<file path="src/rtl/regfile_wb_arbiter.sv">
// Write-port arbiter and scoreboard for the 32x32 register file: merges datapath
// writebacks with buffered long-latency results and raises cpu_stall on hazards.
module regfile_wb_arbiter #(
  parameter int FIFO_DEPTH   = 4,
  parameter int STARVE_LIMIT = 3
) (
  input  logic        reg_clk,
  input  logic        rst_n,
  input  logic        cpu_w_req,
  input  logic [4:0]  cpu_rdc,
  input  logic [31:0] cpu_wdata,
  input  logic [4:0]  rs_c,
  input  logic [4:0]  rt_c,
  input  logic        lu_issue,
  input  logic [4:0]  lu_issue_rdc,
  output logic        lu_issue_ready,
  input  logic        lu_done,
  input  logic [4:0]  lu_done_rdc,
  input  logic [31:0] lu_done_data,
  output logic        lu_done_ready,
  output logic        reg_w,
  output logic [4:0]  RdC,
  output logic [31:0] Rd_data_in,
  output logic        cpu_stall
);

  localparam int PW = (FIFO_DEPTH > 1) ? $clog2(FIFO_DEPTH) : 1;
  localparam int CW = $clog2(FIFO_DEPTH + 1);
  localparam int SW = $clog2(STARVE_LIMIT + 1);
  localparam logic [CW-1:0] DEPTH_C  = CW'(FIFO_DEPTH);
  localparam logic [SW-1:0] STARVE_C = SW'(STARVE_LIMIT);

  logic [31:0]   busy_q, busy_d;
  logic [4:0]    fifo_rdc_q  [FIFO_DEPTH];
  logic [31:0]   fifo_data_q [FIFO_DEPTH];
  logic [PW-1:0] wr_ptr_q, wr_ptr_d;
  logic [PW-1:0] rd_ptr_q, rd_ptr_d;
  logic [CW-1:0] count_q, count_d;
  logic [CW-1:0] outst_q, outst_d;
  logic [SW-1:0] starve_q, starve_d;

  logic        fifo_ne_s;
  logic [4:0]  head_rdc_s;
  logic [31:0] head_data_s;
  logic        issue_ready_s;
  logic        done_ready_s;
  logic        issue_set_s;
  logic        push_s;
  logic        starve_grant_s;
  logic        hazard_s;
  logic        stall_s;
  logic        cpu_win_s;
  logic        drain_s;
  logic        outst_dec_s;

  // Readiness, hazard detection and write-port arbitration
  always_comb begin
    fifo_ne_s      = (count_q != {CW{1'b0}});
    head_rdc_s     = fifo_rdc_q[rd_ptr_q];
    head_data_s    = fifo_data_q[rd_ptr_q];
    issue_ready_s  = !rst_n && !busy_q[lu_issue_rdc] && (outst_q < DEPTH_C);
    done_ready_s   = !rst_n && (count_q < DEPTH_C);
    issue_set_s    = lu_issue && issue_ready_s && (lu_issue_rdc != 5'd0);
    push_s         = lu_done && done_ready_s && (lu_done_rdc != 5'd0);
    starve_grant_s = (starve_q == STARVE_C) && fifo_ne_s;
    hazard_s       = busy_q[rs_c] | busy_q[rt_c] | (cpu_w_req & busy_q[cpu_rdc]);
    stall_s        = !rst_n && (hazard_s || starve_grant_s);
    // stall_s already covers the starve grant, so the cpu can only win when the FIFO is not forced
    cpu_win_s      = !rst_n && cpu_w_req && (cpu_rdc != 5'd0) && !stall_s;
    drain_s        = !rst_n && fifo_ne_s && !cpu_win_s;
    outst_dec_s    = drain_s && (outst_q != {CW{1'b0}});
  end

  // Write-port drive from the arbitration winner
  always_comb begin
    reg_w          = cpu_win_s | drain_s;
    cpu_stall      = stall_s;
    lu_issue_ready = issue_ready_s;
    lu_done_ready  = done_ready_s;
    if (cpu_win_s) begin
      RdC        = cpu_rdc;
      Rd_data_in = cpu_wdata;
    end else begin
      RdC        = head_rdc_s;
      Rd_data_in = head_data_s;
    end
  end

  // Next-state computation for scoreboard, pointers and counters
  always_comb begin
    busy_d = busy_q;
    if (drain_s) begin
      busy_d[head_rdc_s] = 1'b0;
    end else begin
      busy_d = busy_d;
    end
    if (issue_set_s) begin
      busy_d[lu_issue_rdc] = 1'b1;
    end else begin
      busy_d = busy_d;
    end
    busy_d[0] = 1'b0;

    wr_ptr_d = push_s  ? (wr_ptr_q + PW'(1)) : wr_ptr_q;
    rd_ptr_d = drain_s ? (rd_ptr_q + PW'(1)) : rd_ptr_q;

    case ({push_s, drain_s})
      2'b10:   count_d = count_q + CW'(1);
      2'b01:   count_d = count_q - CW'(1);
      default: count_d = count_q;
    endcase

    case ({issue_set_s, outst_dec_s})
      2'b10:   outst_d = outst_q + CW'(1);
      2'b01:   outst_d = outst_q - CW'(1);
      default: outst_d = outst_q;
    endcase

    if (drain_s || !fifo_ne_s) begin
      starve_d = {SW{1'b0}};
    end else if (cpu_win_s && (starve_q != STARVE_C)) begin
      starve_d = starve_q + SW'(1);
    end else begin
      starve_d = starve_q;
    end
  end

  // State registers with synchronous active-high reset
  always_ff @(posedge reg_clk) begin
    if (rst_n) begin
      busy_q   <= 32'd0;
      wr_ptr_q <= {PW{1'b0}};
      rd_ptr_q <= {PW{1'b0}};
      count_q  <= {CW{1'b0}};
      outst_q  <= {CW{1'b0}};
      starve_q <= {SW{1'b0}};
      for (int i = 0; i < FIFO_DEPTH; i++) begin
        fifo_rdc_q[i]  <= 5'd0;
        fifo_data_q[i] <= 32'd0;
      end
    end else begin
      busy_q   <= busy_d;
      wr_ptr_q <= wr_ptr_d;
      rd_ptr_q <= rd_ptr_d;
      count_q  <= count_d;
      outst_q  <= outst_d;
      starve_q <= starve_d;
      if (push_s) begin
        fifo_rdc_q[wr_ptr_q]  <= lu_done_rdc;
        fifo_data_q[wr_ptr_q] <= lu_done_data;
      end else begin
        fifo_rdc_q[wr_ptr_q]  <= fifo_rdc_q[wr_ptr_q];
        fifo_data_q[wr_ptr_q] <= fifo_data_q[wr_ptr_q];
      end
    end
  end

endmodule

</file>
<file path="config.mk">
export PLATFORM = sky130hd
export DESIGN_NAME = regfile_wb_arbiter
export DESIGN_NICKNAME = d
export VERILOG_FILES = /design/src/rtl/regfile_wb_arbiter.sv
export SDC_FILE = /design/constraint.sdc
export NUM_CORES = 1
export LEC_CHECK = 0
export BUFFER_PORTS_ARGS = -buffer_cell sky130_fd_sc_hd__clkbuf_2
export CAP_MARGIN = 5
export CORE_MARGIN = 8
export CORE_UTILIZATION = 58
export DETAILED_ROUTE_END_ITERATION = 10
export PLACE_DENSITY = 0.87
export RECOVER_POWER = 50
export SLEW_MARGIN = 15
export SYNTH_ARGS = -nofsm -noshare
export SYNTH_HDL_FRONTEND = slang
export SYNTH_SLANG_ARGS = --single-unit
</file>
<file path="constraint.sdc">
create_clock -name reg_clk -period 4.5 [get_ports reg_clk]
set_input_delay 0.45 -clock reg_clk [delete_from_list [all_inputs] [get_ports reg_clk]]
set_output_delay 0.45 -clock reg_clk [all_outputs]
set_load 0.005 [all_outputs]
</file>
==> out/qor.yml, run 1 <==
outcome:
  outcome: "finished, violations left"
  failed_checks: "capacitance limit, slew limit"
clocking:
  cts-buffers-inserted: 17
  clock_latency_ns: 0.44
  cts_tree: "done"
  htree_levels: 4
  cts_buffer_depth: 2
  post_cts_resized: 0
  cts.sinks: 193
  clk_pin_slew_ns: 0.07
  cts_root_buf: "clkbuf_16"
  cts_hold_buf: 0
  cts_setup_buffers: 0
grt:
  track_usage_pct: 23.08
  grt_pass1_wl_um: 38940
  antenna_found_initial: 2
  grt_max_degree: 49
  overflow: 0
  grt_pass1_vias: 7021
worst_setup_path:
  cp.buffers_inverters: 2
  critPathRequiredTime_ns: 4.05
  arrival_ns: 3.35
  crit_path_start_kind: "flop"
  cp-end-kind: "output port"
  crit_type: "reg2out"
  worst_path_max_delay_cell: "a2111oi_0"
  critPathMaxStageDelay_ns: 0.55
  cp_cell_sequence: "mux4_2 > mux2i_1 > a221oi_1 > a2111oi_0 > nand4b_1 > buf_4 > mux2_4 > clkbuf_2"
  crit_fanout: 27
  cp_top_family: "multiplexers"
floorplanning:
  dieHeight_um: 148.6
  die_x_um: 148.6
  rows: 48
  core_area_um2: 17240
  io_pins: 135
  start_util_pct: 59.20
  dieArea_um2: 22090
placement:
  placed_cells: 1093
  gp_congestion: 0.9464
  numPortBuffers: 134
  hpwl_um: 16730
  dp_slack_ns: 0.9321
sta:
  finalHoldViolations: 0
  period_share_pct: 84.43
  setup_slack_ns: 0.7007
  worst_slew_margin_rel_pct: -28.50
  drv_slew: 111
  rsz0062_at_grt: "false"
  fin_skew_ns: 0.01263
  worst_slew_pin_slew_ns: 1.907
  max_freq_ghz: 0.2632
  tns_ns: 0
  finalCriticalPeriod_ns: 3.799
  setup_viol: 0
logic_synthesis:
  synth-edff-count: 148
  syn_nets: 869
  synth_top_area_cell: "edfxtp_1"
  synth_cell_type_count: 55
  synthCells: 770
  yosys.area.top_type_share_pct: 43.56
  synth-main-ff-cell: "edfxtp_1"
  netlist_top_cells_area: "edfxtp_1 44%, mux4_2 14%, and2_1 8.8%, dfxtp_1 8.8%, mux2_4 4.4%"
  synth.avg_cell_area_um2: 13.25
  synth_seq_area_share_pct: 52.39
  syn_area_um2: 10200
  synthMostInstantiatedCell: "edfxtp_1"
  synthTopCellsByCount: "148 x edfxtp_1, 144 x and2_1, 62 x mux4_2, 45 x dfxtp_1, 40 x inv_1"
  yosys_warnings: 0
  async_flop_share_pct: 0
  ys_ff_latch: 193
pwr:
  switching_share_pct: 28.25
  power-per-cell-area_nw_per_um2: 421.3
  peakVddDrop_v: 0.0003201
  p_leak_nw: 4.403
  combPwrFrac_pct: 25.4
  power_mw: 4.867
  pwr-share-clk_pct: 29.6
  p_int_mw: 3.492
  seq_power_share_pct: 44.9
  p_switching_mw: 1.375
detailed_routing:
  drt_iter0_markers: 627
  dr.pass1.iters: 6
  wl_per_cell_um: 22.40
  viasPerCell: 6.169
  drc_errors: 0
  routed_wl_um: 25200
  antenna_left: 0
  via_count: 6940
layout:
  drive_above_1_share_pct: 32.33
  fin_nets: 986
  area_growth_pct: 13.22
  antenna_cells: 0
  fillCellCount: 1195
  instances_no_fill: 1125
run:
  cap_violations: 4
worst_hold_path:
  hp-class: "in2reg"
-- worst reg2reg max path, delay by kind of cell, from the launching register on --
kind / cells / cell delay [ns]
AO/OA/AOI/OAI: 2 / 1.97
buffers and inverters: 1 / 0.58
flip-flops: 1 / 0.34
AND/OR/NAND/NOR: 2 / 0.48
-- through the flow --
step                      cell area, um^2  util [%]  hold slack [ns]
final                               11550     67.02           0.3254
after floorplan                     10200         -           0.4676
after global placement              11050     64.12           0.4854
after CTS                           11610     67.36           0.3130
after detailed placement            11050     64.12           0.5028
after global routing                11550     67.02           0.3248
-- area by class of cell --
class / count / area [um^2] / area share (%)
flip-flops and latches: 193 / 5348 / 46.29
multi-input cells: 487 / 4454 / 38.56
repair buffers: 148 / 759.5 / 6.574
clock buffers: 23 / 489.2 / 4.235
well taps: 225 / 281.5 / 2.437
inverters: 40 / 150.1 / 1.300
clock inverters: 9 / 70.07 / 0.6065
-- placed cells by master, fill, tap and decap left out, types with 7 or more instances in the layout --
cell / count
nand2b_1: 8
mux4_2: 62
and2_0: 73
nand2_1: 25
o211ai_1: 7
clkbuf_16: 18
mux2_2: 12
dfxtp_1: 43
mux2_4: 30
clkbuf_2: 133
nand3_1: 14
clkbuf_1: 8
inv_1: 40
and3_1: 7
nor2_1: 33
a31o_2: 8
a311o_1: 24
and2_1: 71
buf_4: 10
o21ai_0: 27
a21oi_1: 9
mux2i_1: 12
edfxtp_1: 148
-- registers in the layout (all words and copies together), names as in the netlist, named ones only --
register     count
rd_ptr_q         2
count_q          3
outst_q          3
wr_ptr_q         2
fifo_data_q    128
busy_q          31
fifo_rdc_q      20
starve_q         2
-- path summary, 6_finish.rpt --
path / from / end / slack, ns / cells after the start
setup / recovery: busy_q[19] / Rd_data_in[18] / 0.70 / 8
hold / removal: lu_done_data[15] / fifo_data_q[2][15] / 0.33 / 2
setup reg to reg: count_q[2] / fifo_data_q[3][25] / 0.78 / 5
hold reg to reg: starve_q[1] / starve_q[1] / 0.51 / 2
-- power by group through the flow --
| stage | Clock [mW] | Sequential [mW] | Combinational, mW |
|---|---|---|---|
| after global routing | 1.53 | 2.20 | 1.33 |
| final | 1.44 | 2.19 | 1.24 |
| after global placement | 0 | 2.21 | 1.22 |
| after detailed placement | 0 | 2.22 | 1.24 |
| after CTS | 1.46 | 2.19 | 1.26 |
| after floorplan | 0 | 2.14 | 0.888 |
-- per-layer routing --
| layer | GRT usage, % | part of all wire [%] |
|---|---|---|
| met1 | 27.41 | 37 |
| met3 | 5.925 | 8.6 |
| met2 | 38.91 | 51 |
| met4 | 10.20 | 3.4 |
| met5 | 0 | 0.11 |
-- logic make-up after synthesis --
kind of cell	Yosys count	share of synthesized area (%)
XOR/XNOR	5	0.4292
multiplexers	116	20.60
adder cells (fa/ha/maj)	5	0.7603
AO/OA/AOI/OAI	97	7.137
buffers and inverters	90	3.899
AND/OR/NAND/NOR	264	14.79
flip-flops	193	52.38
Note: power is estimated with default switching activity, not from simulation.
==> run 2, diff against run 1 <==
==> constraint.sdc (replaced) <==
create_clock -name reg_clk -period 3.8 [get_ports reg_clk]
set_input_delay 0.38 -clock reg_clk [delete_from_list [all_inputs] [get_ports reg_clk]]
set_output_delay 0.38 -clock reg_clk [all_outputs]
set_load 0.005 [all_outputs]
==> out/qor.yml, run 2 (synthesis gave the netlist of run 1 again) <==
detailed_routing:
  via_count: 7062
  viasPerCell: 6.250
  antenna_left: 0
  wl_per_cell_um: 21.90
  dr.pass1.iters: 5
  drt_iter0_markers: 757
  drc_errors: 0
  routed_wl_um: 24750
layout:
  final_common_cell: "edfxtp_1"
  drive_above_1_share_pct: 33.04
  fillCellCount: 1166
  top_regs: "fifo_data_q x128, busy_q x31, fifo_rdc_q x20"
  area_growth_pct: 14.19
  fin_nets: 991
  instances_no_fill: 1130
  largest_reg_flops: 128
  mostFrequentLayoutCells: "148 x edfxtp_1, 136 x clkbuf_2, 75 x and2_1"
  antenna_cells: 0
  top_register: "fifo_data_q"
outcome:
  outcome: "completed"
run:
  cap_violations: 0
floorplanning:
  core_area_um2: 17240
  rows: 48
  start_util_pct: 59.20
  die_x_um: 148.6
  io_pins: 135
  dieHeight_um: 148.6
  dieArea_um2: 22090
sta:
  rsz0062_at_grt: "false"
  worst_slew_pin_slew_ns: 1.308
  max_freq_ghz: 0.2752
  finalCriticalPeriod_ns: 3.634
  worst_slew_margin_rel_pct: 12.25
  tns_ns: 0
  drv_slew: 0
  setup_viol: 0
  period_share_pct: 95.64
  fin_skew_ns: 0.007929
  finalHoldViolations: 0
worst_setup_path:
  crit_path_start_kind: "flop"
  critPathMaxStageDelay_ns: 0.62
  cp-end-kind: "output port"
  cp_cell_sequence: "mux2i_1 > mux2_2 > a2111oi_0 > a2111oi_2 > nand4b_1 > buf_4 > mux2_2 > clkbuf_2"
  worst_path_max_delay_cell: "a2111oi_0"
  cp.buffers_inverters: 2
  crit_path_frequent_cell: "mux2_2"
  crit_fanout: 30
  cp_top_family: "multiplexers"
  crit_type: "reg2out"
  critPathRequiredTime_ns: 3.42
  arrival_ns: 3.25
clocking:
  cts_setup_buffers: 0
  cts_buffer_depth: 2
  cts_tree: "done"
  post_cts_resized: 0
  cts-buffers-inserted: 17
  cts_root_buf: "clkbuf_16"
  cts.sinks: 193
  htree_levels: 4
  clock_latency_ns: 0.44
  clk_pin_slew_ns: 0.07
  cts_hold_buf: 0
grt:
  antenna_found_initial: 0
  overflow: 0
  grt_pass1_wl_um: 38900
  track_usage_pct: 22.72
  grt_max_degree: 38
  grt_pass1_vias: 7179
placement:
  gp_congestion: 0.9808
  numPortBuffers: 134
  hpwl_um: 16800
  placed_cells: 1098
pwr:
  power-per-cell-area_nw_per_um2: 506.0
  peakVddDrop_v: 0.0004039
  p_leak_nw: 4.458
worst_hold_path:
  hp-class: "in2reg"
==> run 2: final cells by class <==
cell class	count	area [um^2]	share of cell area, %
Inverter	40	150.1	1.289
Multi-Input combinational cell	487	4461	38.28
Tap cell	225	281.5	2.416
Sequential cell	193	5348	45.90
Clock inverter	13	172.7	1.482
Clock buffer	19	432.9	3.716
Timing Repair Buffer	153	805.8	6.916
==> run 2: final timing paths <==
| check | start | end | slack (ns) | cells after the start |
|---|---|---|---|---|
| max | busy_q[5] | Rd_data_in[22] | 0.17 | 8 |
| min | lu_done_data[4] | fifo_data_q[0][4] | 0.26 | 2 |
| max reg2reg | busy_q[5] | outst_q[2] | 0.40 | 13 |
| min reg2reg | starve_q[1] | starve_q[1] | 0.52 | 2 |
==> run 2: through the flow <==
stage	setup WS (ns)	utilization [%]	cell area, um^2	hold WS, ns	power, mW
2_1_floorplan	0.3974	-	10200	0.4676	3.584
3_3_place_gp	0.3705	64.34	11090	0.4806	4.070
3_5_place_dp	0.2583	64.34	11090	0.5155	4.110
4_1_cts	0.1868	67.85	11700	0.2445	5.933
5_1_grt	0.07961	67.60	11650	0.2590	6.106
6_report	0.1658	67.60	11650	0.2574	5.896
==> run 2: report_power, final <==
group	total (mW)	internal [mW]	switching (mW)
sequential	2.56	2.45	0.106
clock	1.85	1.05	0.797
combinational	1.49	0.764	0.725
==> run 2: routing by layer <==
metal  GRT usage [%]  part of all wire, %
met5               0                    0
met1           28.25                   39
met4           9.383                  2.5
met2           37.64                   50
met3           5.166                  9.1
==> run 3, diff against run 2 <==
--- a/config.mk
+++ b/config.mk
@@ -8,9 +8,9 @@
 export BUFFER_PORTS_ARGS = -buffer_cell sky130_fd_sc_hd__clkbuf_2
 export CAP_MARGIN = 5
 export CORE_MARGIN = 8
-export CORE_UTILIZATION = 58
+export CORE_UTILIZATION = 45
 export DETAILED_ROUTE_END_ITERATION = 10
-export PLACE_DENSITY = 0.87
+export PLACE_DENSITY = 0.72
 export RECOVER_POWER = 50
 export SLEW_MARGIN = 15
 export SYNTH_ARGS = -nofsm -noshare
==> out/qor.yml, run 3 (synthesis gave the netlist of run 1 again) <==
placement:
  dp_slack_ns: 0.2208
  placed_area_um2: 11140
  hpwl_um: 16350
  gp_congestion: 0.8911
  numPortBuffers: 134
worst_setup_path:
  critPathMaxStageDelay_ns: 0.48
  crit_type: "reg2out"
  crit_fanout: 75
  cp.buffers_inverters: 2
  cp_cell_sequence: "mux4_2 > mux2i_1 > a221oi_1 > a2111oi_2 > nand4b_1 > buf_12 > mux2_4 > clkbuf_2"
  arrival_ns: 3.15
  crit_path_start: "busy_q[19]"
  worst_path_max_delay_cell: "mux4_2"
  r2r_start: "busy_q[5]"
  critPathRequiredTime_ns: 3.42
  cp_top_family: "multiplexers"
  crit_path_start_kind: "flop"
  cp-end-kind: "output port"
worst_hold_path:
  hp-class: "in2reg"
  hold_start: "lu_done_data[28]"
grt:
  track_usage_pct: 17.71
  grt_pass1_wl_um: 38780
  overflow: 0
  use_met3_pct: 3.853
  grt_max_degree: 76
  antenna_found_initial: 2
  grt_busiest_layer: "met2"
  use_met2_pct: 30.50
  grt_use_met1_pct: 22.18
  grt_pass1_vias: 7076
sta:
  period_share_pct: 92.79
  drv_slew: 112
  finalCriticalPeriod_ns: 3.526
  rsz0062_at_grt: "false"
  setup_slack_ns: 0.2738
  fin_skew_ns: 0.01300
  finalHoldViolations: 0
  tns_ns: 0
  setup_viol: 0
  worst_slew_margin_rel_pct: -25.33
  max_freq_ghz: 0.2836
  worst_slew_pin_slew_ns: 1.880
layout:
  final_area_um2: 11700
  final_common_cell: "edfxtp_1"
  mostFrequentLayoutCells: "148 x edfxtp_1, 135 x clkbuf_2, 95 x and2_1"
  drive_above_1_share_pct: 32.37
  area_growth_pct: 14.64
  fillCellCount: 1918
  largest_reg_flops: 128
  antenna_cells: 0
  top_regs: "fifo_data_q x128, busy_q x31, fifo_rdc_q x20"
  final_util_pct: 52.14
  top_register: "fifo_data_q"
  fin_nets: 986
floorplanning:
  die_x_um: 166.6
  dieArea_um2: 27750
  io_pins: 135
  start_util_pct: 45.48
  core_area_um2: 22430
  rows: 55
  dieHeight_um: 166.6
outcome:
  outcome: "finished, violations left"
  failed_checks: "capacitance limit, slew limit"
clocking:
  cts_tree: "done"
  post_cts_resized: 0
  cts_hold_buf: 0
  clk_pin_slew_ns: 0.07
  cts_root_buf: "clkbuf_16"
  cts-buffers-inserted: 17
  cts_buffer_depth: 2
  htree_levels: 4
  clock_latency_ns: 0.43
  cts.sinks: 193
  cts_setup_buffers: 0
detailed_routing:
  drc_errors: 0
  via_count: 6757
  dr.pass1.iters: 6
  drt_iter0_markers: 603
  routed_wl_um: 24280
  viasPerCell: 5.707
  antenna_left: 0
  wl_per_cell_um: 20.51
pwr:
  power_mw: 5.877
  p_leak_nw: 4.448
  power-per-cell-area_nw_per_um2: 502.4
  peakVddDrop_v: 0.0003436
run:
  cap_violations: 3
## run 3: cell types whose count changed in the layout (fill, tap and decap cells not counted), moves of 2 or more
| cell | delta |
|---|---|
| and2_0 | -20 |
| and2_1 | +20 |
| buf_4 | -5 |
| inv_6 | -4 |
| inv_8 | -2 |
## run 3: final timing paths
kind | end | slack (ns) | cells past startpoint
worst min-delay path | fifo_data_q[0][28] | 0.26 | 2
worst min register to register | wr_ptr_q[1] | 0.52 | 2
worst max-delay path | Rd_data_in[27] | 0.27 | 8
worst max register to register | outst_q[2] | 0.44 | 13
## run 3: final cells by class
class | count | area [um^2] | area share [%]
Clock buffer | 19 | 432.9 | 3.701
Clock inverter | 12 | 166.4 | 1.423
Inverter | 40 | 150.1 | 1.284
Multi-Input combinational cell | 487 | 4461 | 38.13
Sequential cell | 193 | 5348 | 45.72
Tap cell | 285 | 356.6 | 3.048
Timing Repair Buffer | 148 | 783.3 | 6.696
## run 3: per-layer routing
layer	part of all wire, %	vias up
li1	-	3125
met1	41	3343
met5	0.095	-
met2	51	265
met4	0.88	4
met3	6.9	20
## run 3: report_power, final
group	switching [mW]	leakage, nW	internal [mW]	total (mW)
combinational	0.741	2.26	0.759	1.50
clock	0.745	0.284	1.09	1.84
sequential	0.0883	1.90	2.45	2.54
total	1.57	4.45	4.30	5.88
## run 3: worst register-to-register path, delay by kind of cell (launching register included)
kind / cells / cell delay [ns]
AOI/OAI and AO/OA: 4 / 0.92
DFF: 1 / 0.43
xor gates and xnor gates: 1 / 0.16
and+or+nand+nor: 3 / 0.79
buffers and inverters: 1 / 0.07
muxes: 2 / 0.36
adders and majority gates: 2 / 0.57
## run 3: metrics by stage
step           std cells  hold slack, ns
5_1_grt             1184          0.2572
4_1_cts             1184          0.2457
2_1_floorplan        770          0.4676
3_3_place_gp        1153          0.4864
3_5_place_dp        1153          0.5079
6_report            1184          0.2615
